### src/rtl/serial_sub_pkg.sv
// Shared types and helpers for the bit-serial subtractor.
package serial_sub_pkg;

    typedef enum logic [1:0] {IDLE, RUN, DONE} sub_state_t;

    // Bit counter width; the FSM leaves RUN at N-1, so $clog2(N) bits suffice.
    function automatic int cnt_w(input int n);
        return $clog2(n);
    endfunction

endpackage

### src/rtl/serial_subtractor_fs.sv
// One-bit full subtractor: two half-subtractors with their borrows OR-ed.
module full_subtractor (
    input  logic a,
    input  logic b,
    input  logic bin,
    output logic d,
    output logic bout
);

    logic hs1_d, hs1_b;
    logic hs2_b;

    // First stage subtracts b from a; second subtracts the incoming borrow.
    assign hs1_d = a ^ b;
    assign hs1_b = ~a & b;
    assign d     = hs1_d ^ bin;
    assign hs2_b = ~hs1_d & bin;
    assign bout  = hs1_b | hs2_b;

endmodule

### src/rtl/serial_subtractor.sv
// Bit-serial N-bit subtractor: operands stream LSB-first through one
// full-subtractor cell with a registered borrow, one bit per clock.
module serial_subtractor
    import serial_sub_pkg::*;
#(
    parameter int N = 8
) (
    input  logic         clk,
    input  logic         rst_n,
    input  logic         in_valid,
    output logic         in_ready,
    input  logic [N-1:0] a,
    input  logic [N-1:0] b,
    input  logic         bin,
    output logic         out_valid,
    input  logic         out_ready,
    output logic [N-1:0] diff,
    output logic         bout,
    output logic         busy
);

    localparam int CW = cnt_w(N);

    sub_state_t    state, next_state;
    logic [N-1:0]  a_sh, b_sh, diff_q;
    logic          brw, bout_q;
    logic [CW-1:0] cnt;
    logic          cell_d, cell_b;
    logic          last_bit;

    full_subtractor u_fs (
        .a    (a_sh[0]),
        .b    (b_sh[0]),
        .bin  (brw),
        .d    (cell_d),
        .bout (cell_b)
    );

    assign last_bit = (cnt == CW'(N - 1));

    always_comb begin
        next_state = state;
        unique case (state)
            IDLE:    if (in_valid)  next_state = RUN;
            RUN:     if (last_bit)  next_state = DONE;
            DONE:    if (out_ready) next_state = IDLE;
            default:                next_state = IDLE;
        endcase
    end

    always_ff @(posedge clk) begin
        if (!rst_n) begin
            state  <= IDLE;
            a_sh   <= '0;
            b_sh   <= '0;
            diff_q <= '0;
            brw    <= 1'b0;
            bout_q <= 1'b0;
            cnt    <= '0;
        end else begin
            state <= next_state;
            unique case (state)
                IDLE: begin
                    if (in_valid) begin
                        a_sh   <= a;
                        b_sh   <= b;
                        brw    <= bin;
                        cnt    <= '0;
                        diff_q <= '0;
                    end
                end
                RUN: begin
                    // Result bits enter at the MSB so bit 0 lands in place after N shifts.
                    diff_q <= {cell_d, diff_q[N-1:1]};
                    a_sh   <= {1'b0, a_sh[N-1:1]};
                    b_sh   <= {1'b0, b_sh[N-1:1]};
                    brw    <= cell_b;
                    cnt    <= cnt + CW'(1);
                    if (last_bit) bout_q <= cell_b;
                end
                default: ;
            endcase
        end
    end

    assign in_ready  = (state == IDLE);
    assign out_valid = (state == DONE);
    assign busy      = (state != IDLE);
    assign diff      = diff_q;
    assign bout      = bout_q;

endmodule

### config.mk
export PLATFORM = sky130hd
export DESIGN_NAME = serial_subtractor
export DESIGN_NICKNAME = d
export VERILOG_FILES = /design/src/rtl/serial_sub_pkg.sv /design/src/rtl/serial_subtractor_fs.sv /design/src/rtl/serial_subtractor.sv
export SDC_FILE = /design/constraint.sdc
export NUM_CORES = 1
export LEC_CHECK = 0
export BUFFER_PORTS_ARGS = -buffer_cell sky130_fd_sc_hd__buf_2
export CORE_ASPECT_RATIO = 0.5
export CORE_MARGIN = 10
export CORE_UTILIZATION = 47
export DETAILED_ROUTE_END_ITERATION = 8
export HOLD_SLACK_MARGIN = 0.1
export PLACE_DENSITY = 0.79
export SYNTH_ARGS = -nofsm -noshare
export SYNTH_HDL_FRONTEND = slang
export SYNTH_HIERARCHICAL = 1
export SYNTH_SLANG_ARGS = --single-unit
### constraint.sdc
create_clock -name clk -period 1.55 [get_ports clk]
set_clock_uncertainty 0.1 [all_clocks]
set_input_delay 0.155 -clock clk [delete_from_list [all_inputs] [get_ports clk]]
set_output_delay 0.155 -clock clk [all_outputs]
set_load 0.05 [all_outputs]
==> run_results.csv, run 1 <==
group,metric,value,unit
outcome,status,"completed",
clock_network,cts_tree,"built",
job,drv_cap,0,
floorplan,die_h,58.27,um
synth,synth_cells,140,
synth,ys_warn_count,6,
grt,antenna_found_initial,0,
worst_setup_path,path_depth,3,
clock_network,cts_buffers,5,
synth,synth_top_cell_by_area,"dfxtp_1",
synth,ys_async_sr_fraction,0,
synth,netlist_top_cells_count,"nor2_1 (32), dfxtp_1 (31), nor2b_1 (12), a22oi_1 (10), o221ai_2 (10)",
placement,gp_congestion,0.7442,
grt,grt_pass1_wl,4.954,mm
power_and_ir_drop,power,1736,uW
synth,synth_edf_count,0,
finish,area_growth,27.45,%
detailed_routing,route.detailed.wl_per_inst,13.69,um
finish,drive_above_1_share,0.3189,
clock_network,clock_latency,280,ps
worst_setup_path,critPathMaxFanout,6,
clock_network,cts-root-buf,"clkbuf_8",
synth,synth_ff_type,"dfxtp_1",
synth,synth.avg_cell_area,9.831,sq um
floorplan,die-width,96.53,um
sta,max_freq,0.6684,GHz
worst_setup_path,cp_slowest_cell,"dfxtp_2",
synth,yosysTopAreaCellShare,0.4509,
sta,slew_headroom,0.6531,
sta,setup_violations,0,
worst_setup_path,crit_chain,"buf_4, and2b_1, buf_2",
floorplan,ioPinCount,33,
grt,grt_max_degree,27,
detailed_routing,drt_iter0_markers,33,
placement,dp_hpwl,2.127,mm
worst_setup_path,start_kind,"flip-flop",
placement,io_buffers,32,
finish,finalInstanceArea,1754,sq um
synth,ys_ff_latch,31,
synth,ys_seq_area_frac,0.4509,
worst_setup_path,crit_required,1290,ps
worst_setup_path,crit_type,"flip-flop to output port",
synth,syn-num-nets,164,
power_and_ir_drop,power_density,989.4,nW/um^2
finish,multiInputGateArea,658.1,sq um
synth,yosys.cell_types.count,29,
clock_network,cts.sinks,31,
grt,grt_usage,0.1092,
worst_setup_path,cp.arrival,1240,ps
power_and_ir_drop,p_leak,0.0007342,uW
sta,holdWs,116.1,ps
clock_network,cts_buffer_depth,2,
synth,syn_area,1376,sq um
worst_setup_path,slowest_delay,340,ps
worst_setup_path,path_delay_family,"buffers and inverters",
sta,fin_tns_setup,0,ps
worst_setup_path,cp-end-kind,"output port",
detailed_routing,remaining_drc_errors,0,
hold_path,hold_class,"primary input to flip-flop",
finish,fill_cells,229,
finish,stdcell_count,222,
detailed_routing,vias,1133,
sta,period_share,0.9652,
worst_setup_path,rr_worst_depth,4,
clock_network,post-cts-setup-buffers,0,
sta,rsz0062_at_grt,"no",
floorplan,core-area,2700,sq um
synth,synth_most_common_cell,"nor2_1",
detailed_routing,viasPerCell,5.104,
placement,place_area,1544,sq um
floorplan,num_rows,13,
power_and_ir_drop,ir_worst_vdd,0.5126,mV
sta,slew_violations,0,
hold_path,holdPathStages,3,
grt,grt_pass1_vias,1152,
placement,dpl.cell_count,202,
clock_network,clk_pin_slew,60,ps
synth,synth_area_leaders,"dfxtp_1 (45%), o221ai_2 (11%), nor2_1 (8.7%)",
clock_network,cts_max_level,2,
finish,nets,208,
floorplan,die_area,5624,sq um
sta,finalHoldViolations,0,
sta,worstMarginPinSlew,520.3,ps
finish,diodes,0,
detailed_routing,drt_wl_total,3.039,mm
sta,fin_crit,1496,ps
grt,overflow,0,
detailed_routing,first_pass_iters,4,
worst_setup_path,crit_buf_inv,2,
detailed_routing,detail-route-antenna-nets,0,
floorplan,initial_utilization,0.5097,
finish,seqCellArea,621.8,sq um
==> worst reg2reg max path: stages (launching register included) <==
cell	delay, ps
dfxtp_2	340
or3b_1	360
buf_4	210
o221ai_1	220
nor2_1	70
==> where the power goes <==
group | internal, uW | switching, uW
clock | 314 | 277
combinational | 123 | 144
sequential | 845 | 32.0
==> flip-flops by register name (all words and copies together) (netlist names) <==
name	count
diff	8
brw	1
bout	1
state	2
a_sh	8
cnt	3
b_sh	8
==> metal layers <==
layer | vias to the layer above | routed length (um) | GRT usage
li1 | 576 | - | -
met1 | 531 | 1326 | 0.1182
met2 | 21 | 1448 | 0.1847
met3 | 5 | 231 | 0.04750
met4 | 0 | 32 | 0.04321
met5 | - | 0 | 0
==> path summary, 6_finish.rpt <==
kind,startpoint,end,slack (ps)
max,state[0]$_SDFFE_PN0P_,out_valid,50
min,b[0],b_sh[0]$_SDFFE_PN0P_,120
max reg2reg,state[0]$_SDFFE_PN0P_,a_sh[5]$_SDFFE_PN0P_,130
min reg2reg,bout$_SDFFE_PN0P_,bout$_SDFFE_PN0P_,380
==> placed cells by master, fill, tap and decap left out, types with 2 or more instances in the layout <==
cell type,netlist,routed
a32oi_1,2,2
a21boi_0,3,3
dfxtp_1,31,30
inv_1,5,5
nor2b_1,12,12
buf_2,4,31
ha_1,2,2
nand2_1,2,2
nor2_1,32,31
dlygate4sd3_1,0,12
o221ai_1,5,5
buf_4,0,6
clkbuf_1,4,2
clkbuf_8,0,5
mux2i_1,2,2
a22oi_1,10,10
o221ai_2,10,10
==> per-stage QoR <==
| stage | setup WS (ps) | utilization |
|---|---|---|
| after floorplan | 0.1316 | - |
| after global placement | 58.54 | 0.5718 |
| after detailed placement | -23.71 | 0.5718 |
| after CTS | 34.16 | 0.6469 |
| after global routing | 23.11 | 0.6497 |
| final | 53.92 | 0.6497 |
==> repair_timing <==
action | CTS | global route
gates cloned | 0 | 0
endpoints found under the setup margin | 5 | 11
hold buffers | 12 | 0
pin swaps | 0 | 0
endpoints found under the hold margin | 12 | 0
resized for setup | 1 | 3
==> kinds of logic after synthesis <==
group / Yosys count / share of synthesized area
muxes: 2 / 0.01455
DFF: 31 / 0.4509
and+or+nand+nor: 54 / 0.1882
adders and majority gates: 3 / 0.03272
buffers and inverters: 18 / 0.07636
AOI/OAI and AO/OA: 32 / 0.2373
==> cell type report <==
cell class,instances,area share
clock buffer,7,0.04351
clock inverter,1,0.002853
inverter,5,0.01070
multi-input combinational,91,0.3752
sequential,31,0.3545
tap,37,0.02639
timing repair buffer,50,0.1869
Power figures use the tool's default switching activity.
==> run 2: changes to the inputs <==
Settings changed: RECOVER_POWER set to 50.
==> run 2 against run 1 <==
  * Global-route usage unchanged
  * Wire length fell by 0.49%
  * Critical path type unchanged
  * Sequential power about the same
  * Highest routed layer unchanged
  * First-iteration DRC count grew 21%
  * Register-to-register slack improved by 20 ps
  * Critical endpoint unchanged
  * Maximum frequency up 0.26%
==> run_results.csv, run 2 (synthesis gave the netlist of run 1 again) <==
group,metric,value,unit
detailed_routing,first_pass_iters,4,
worst_setup_path,crit_required,1290,ps
clock_network,clock_latency,280,ps
placement,dp_hpwl,2.127,mm
power_and_ir_drop,power_density,993.4,nW/um^2
finish,layout_commonest_cell,"nor2_1",
hold_path,min_to,"b_sh[4]$_SDFFE_PN0P_",
placement,place_area,1544,sq um
detailed_routing,drt_wl_total,3.024,mm
power_and_ir_drop,p_sw_frac,0.2603,
clock_network,cts.sinks,31,
job,drv_cap,0,
power_and_ir_drop,switchingPower,450.3,uW
floorplan,die-width,96.53,um
grt,antenna_found_initial,0,
outcome,status,"completed",
worst_setup_path,cp-end-kind,"output port",
clock_network,cts_buffers,5,
detailed_routing,drt_iter0_markers,40,
sta,slew_headroom,0.5916,
sta,period_share,0.9627,
placement,place_ws,-23.71,ps
finish,nets,208,
grt,grt_pass1_wl,4.954,mm
grt,grt_usage,0.1092,
floorplan,die_area,5624,sq um
floorplan,core-area,2700,sq um
floorplan,ioPinCount,33,
finish,final_util,0.6450,
worst_setup_path,r2r-end,"a_sh[6]$_SDFFE_PN0P_",
sta,max_freq,0.6701,GHz
clock_network,cts-root-buf,"clkbuf_8",
hold_path,hold_class,"primary input to flip-flop",
sta,worstMarginPinSlew,615.2,ps
sta,setup_violations,0,
worst_setup_path,worst-r2r-setup-slack,150,ps
grt,grt_max_degree,27,
detailed_routing,viasPerCell,5.081,
hold_path,hold_start,"b[4]",
clock_network,clk_pin_slew,60,ps
finish,most-common-layout-cells,"nor2_1 (31), dfxtp_1 (30), buf_2 (22)",
finish,stdcell_count,222,
detailed_routing,remaining_drc_errors,0,
finish,diodes,0,
finish,fill_cells,235,
finish,multiInputGateArea,658.1,sq um
worst_setup_path,critPathMaxFanout,6,
finish,seqCellArea,621.8,sq um
sta,slew_violations,0,
floorplan,num_rows,13,
clock_network,cts_buffer_depth,2,
worst_setup_path,timing.rr.start,"state[0]$_SDFFE_PN0P_",
clock_network,cts_max_level,2,
power_and_ir_drop,power.internal,1280,uW
detailed_routing,vias,1128,
sta,fin_crit,1492,ps
sta,finalHoldViolations,0,
worst_setup_path,crit_type,"flip-flop to output port",
sta,rsz0062_at_grt,"no",
finish,area_growth,26.55,%
power_and_ir_drop,ir_worst_vdd,0.5101,mV
worst_setup_path,rr_worst_depth,4,
clock_network,post-cts-setup-buffers,0,
clock_network,cts_tree,"built",
grt,overflow,0,
sta,fin_tns_setup,0,ps
floorplan,die_h,58.27,um
grt,grt_pass1_vias,1152,
floorplan,initial_utilization,0.5097,
worst_setup_path,cp.arrival,1240,ps
hold_path,holdPathStages,3,
finish,drive_above_1_share,0.2757,
placement,dpl.cell_count,202,
power_and_ir_drop,pwr-share-clk,0.340,
detailed_routing,route.detailed.wl_per_inst,13.62,um
sta,worst_slack,57.79,ps
power_and_ir_drop,seqPwrFrac,0.507,
power_and_ir_drop,p_leak,0.0006975,uW
worst_setup_path,start_kind,"flip-flop",
placement,gp_congestion,0.7442,
placement,io_buffers,32,
finish,finalInstanceArea,1742,sq um
power_and_ir_drop,power_frac_comb,0.153,
detailed_routing,detail-route-antenna-nets,0,
## run 2: changes by cell type in the layout (fill, tap and decap cells not counted)
| cell | delta |
|---|---|
| buf_2 | -9 |
| buf_4 | -1 |
| clkbuf_1 | +8 |
| clkbuf_2 | +2 |
## run 2: final cells by class
type	instances	share of cell area
Tap cell	37	0.02658
Clock inverter	1	0.002874
Sequential cell	31	0.3570
Multi-Input combinational cell	91	0.3779
Clock buffer	7	0.04382
Timing Repair Buffer	50	0.1810
Inverter	5	0.01078
## run 2: worst max-delay path by stage
stage                                       to  cells after the start                   from  slack, ps
after floorplan                           busy                      3  state[0]$_SDFFE_PN0P_        0.1
after global placement     cnt[0]$_SDFFE_PN0P_                      3  state[0]$_SDFFE_PN0P_         60
after detailed placement  a_sh[6]$_SDFFE_PN0P_                      3  state[0]$_SDFFE_PN0P_        -20
after CTS                            out_valid                      3  state[0]$_SDFFE_PN0P_         30
after global routing                 out_valid                      3  state[0]$_SDFFE_PN0P_         20
final                                out_valid                      3  state[0]$_SDFFE_PN0P_         60
## run 2: through the flow
stage	power (uW)	hold slack [ps]
finish	1730	120.2
global route	1816	123.2
CTS	1752	107.0
detailed placement	1135	346.7
global placement	1128	336.8
floorplan	1073	221.6
## run 2: critical path, stage by stage (launching register included)
cell and delay (ps):
dfxtp_2 340, buf_4 160, and2b_1 200, buf_2 260
## run 2: per-layer routing
layer	vias to the layer above	GRT usage	part of all wire	routed length [um]
met2	23	0.1847	0.47	1429
li1	577	-	-	-
met5	-	0	0	0
met4	0	0.04321	0.011	32
met1	523	0.1182	0.44	1331
met3	5	0.04750	0.076	231
## run 2: power groups by stage
| stage | clock, uW | sequential [uW] | combinational, uW |
|---|---|---|---|
| after floorplan | 0 | 895 | 178 |
| final | 588 | 877 | 265 |
| after global routing | 640 | 882 | 294 |
| after global placement | 0 | 890 | 237 |
| after CTS | 609 | 876 | 267 |
| after detailed placement | 0 | 893 | 243 |
## run 2: repair_timing
| action | 4_1_cts | 5_1_grt |
|---|---|---|
| gates resized for setup | 1 | 3 |
| endpoints found under the setup margin | 5 | 11 |
| hold endpoints to repair | 12 | 0 |
| hold buffers | 12 | 0 |
| cloned | 0 | 0 |
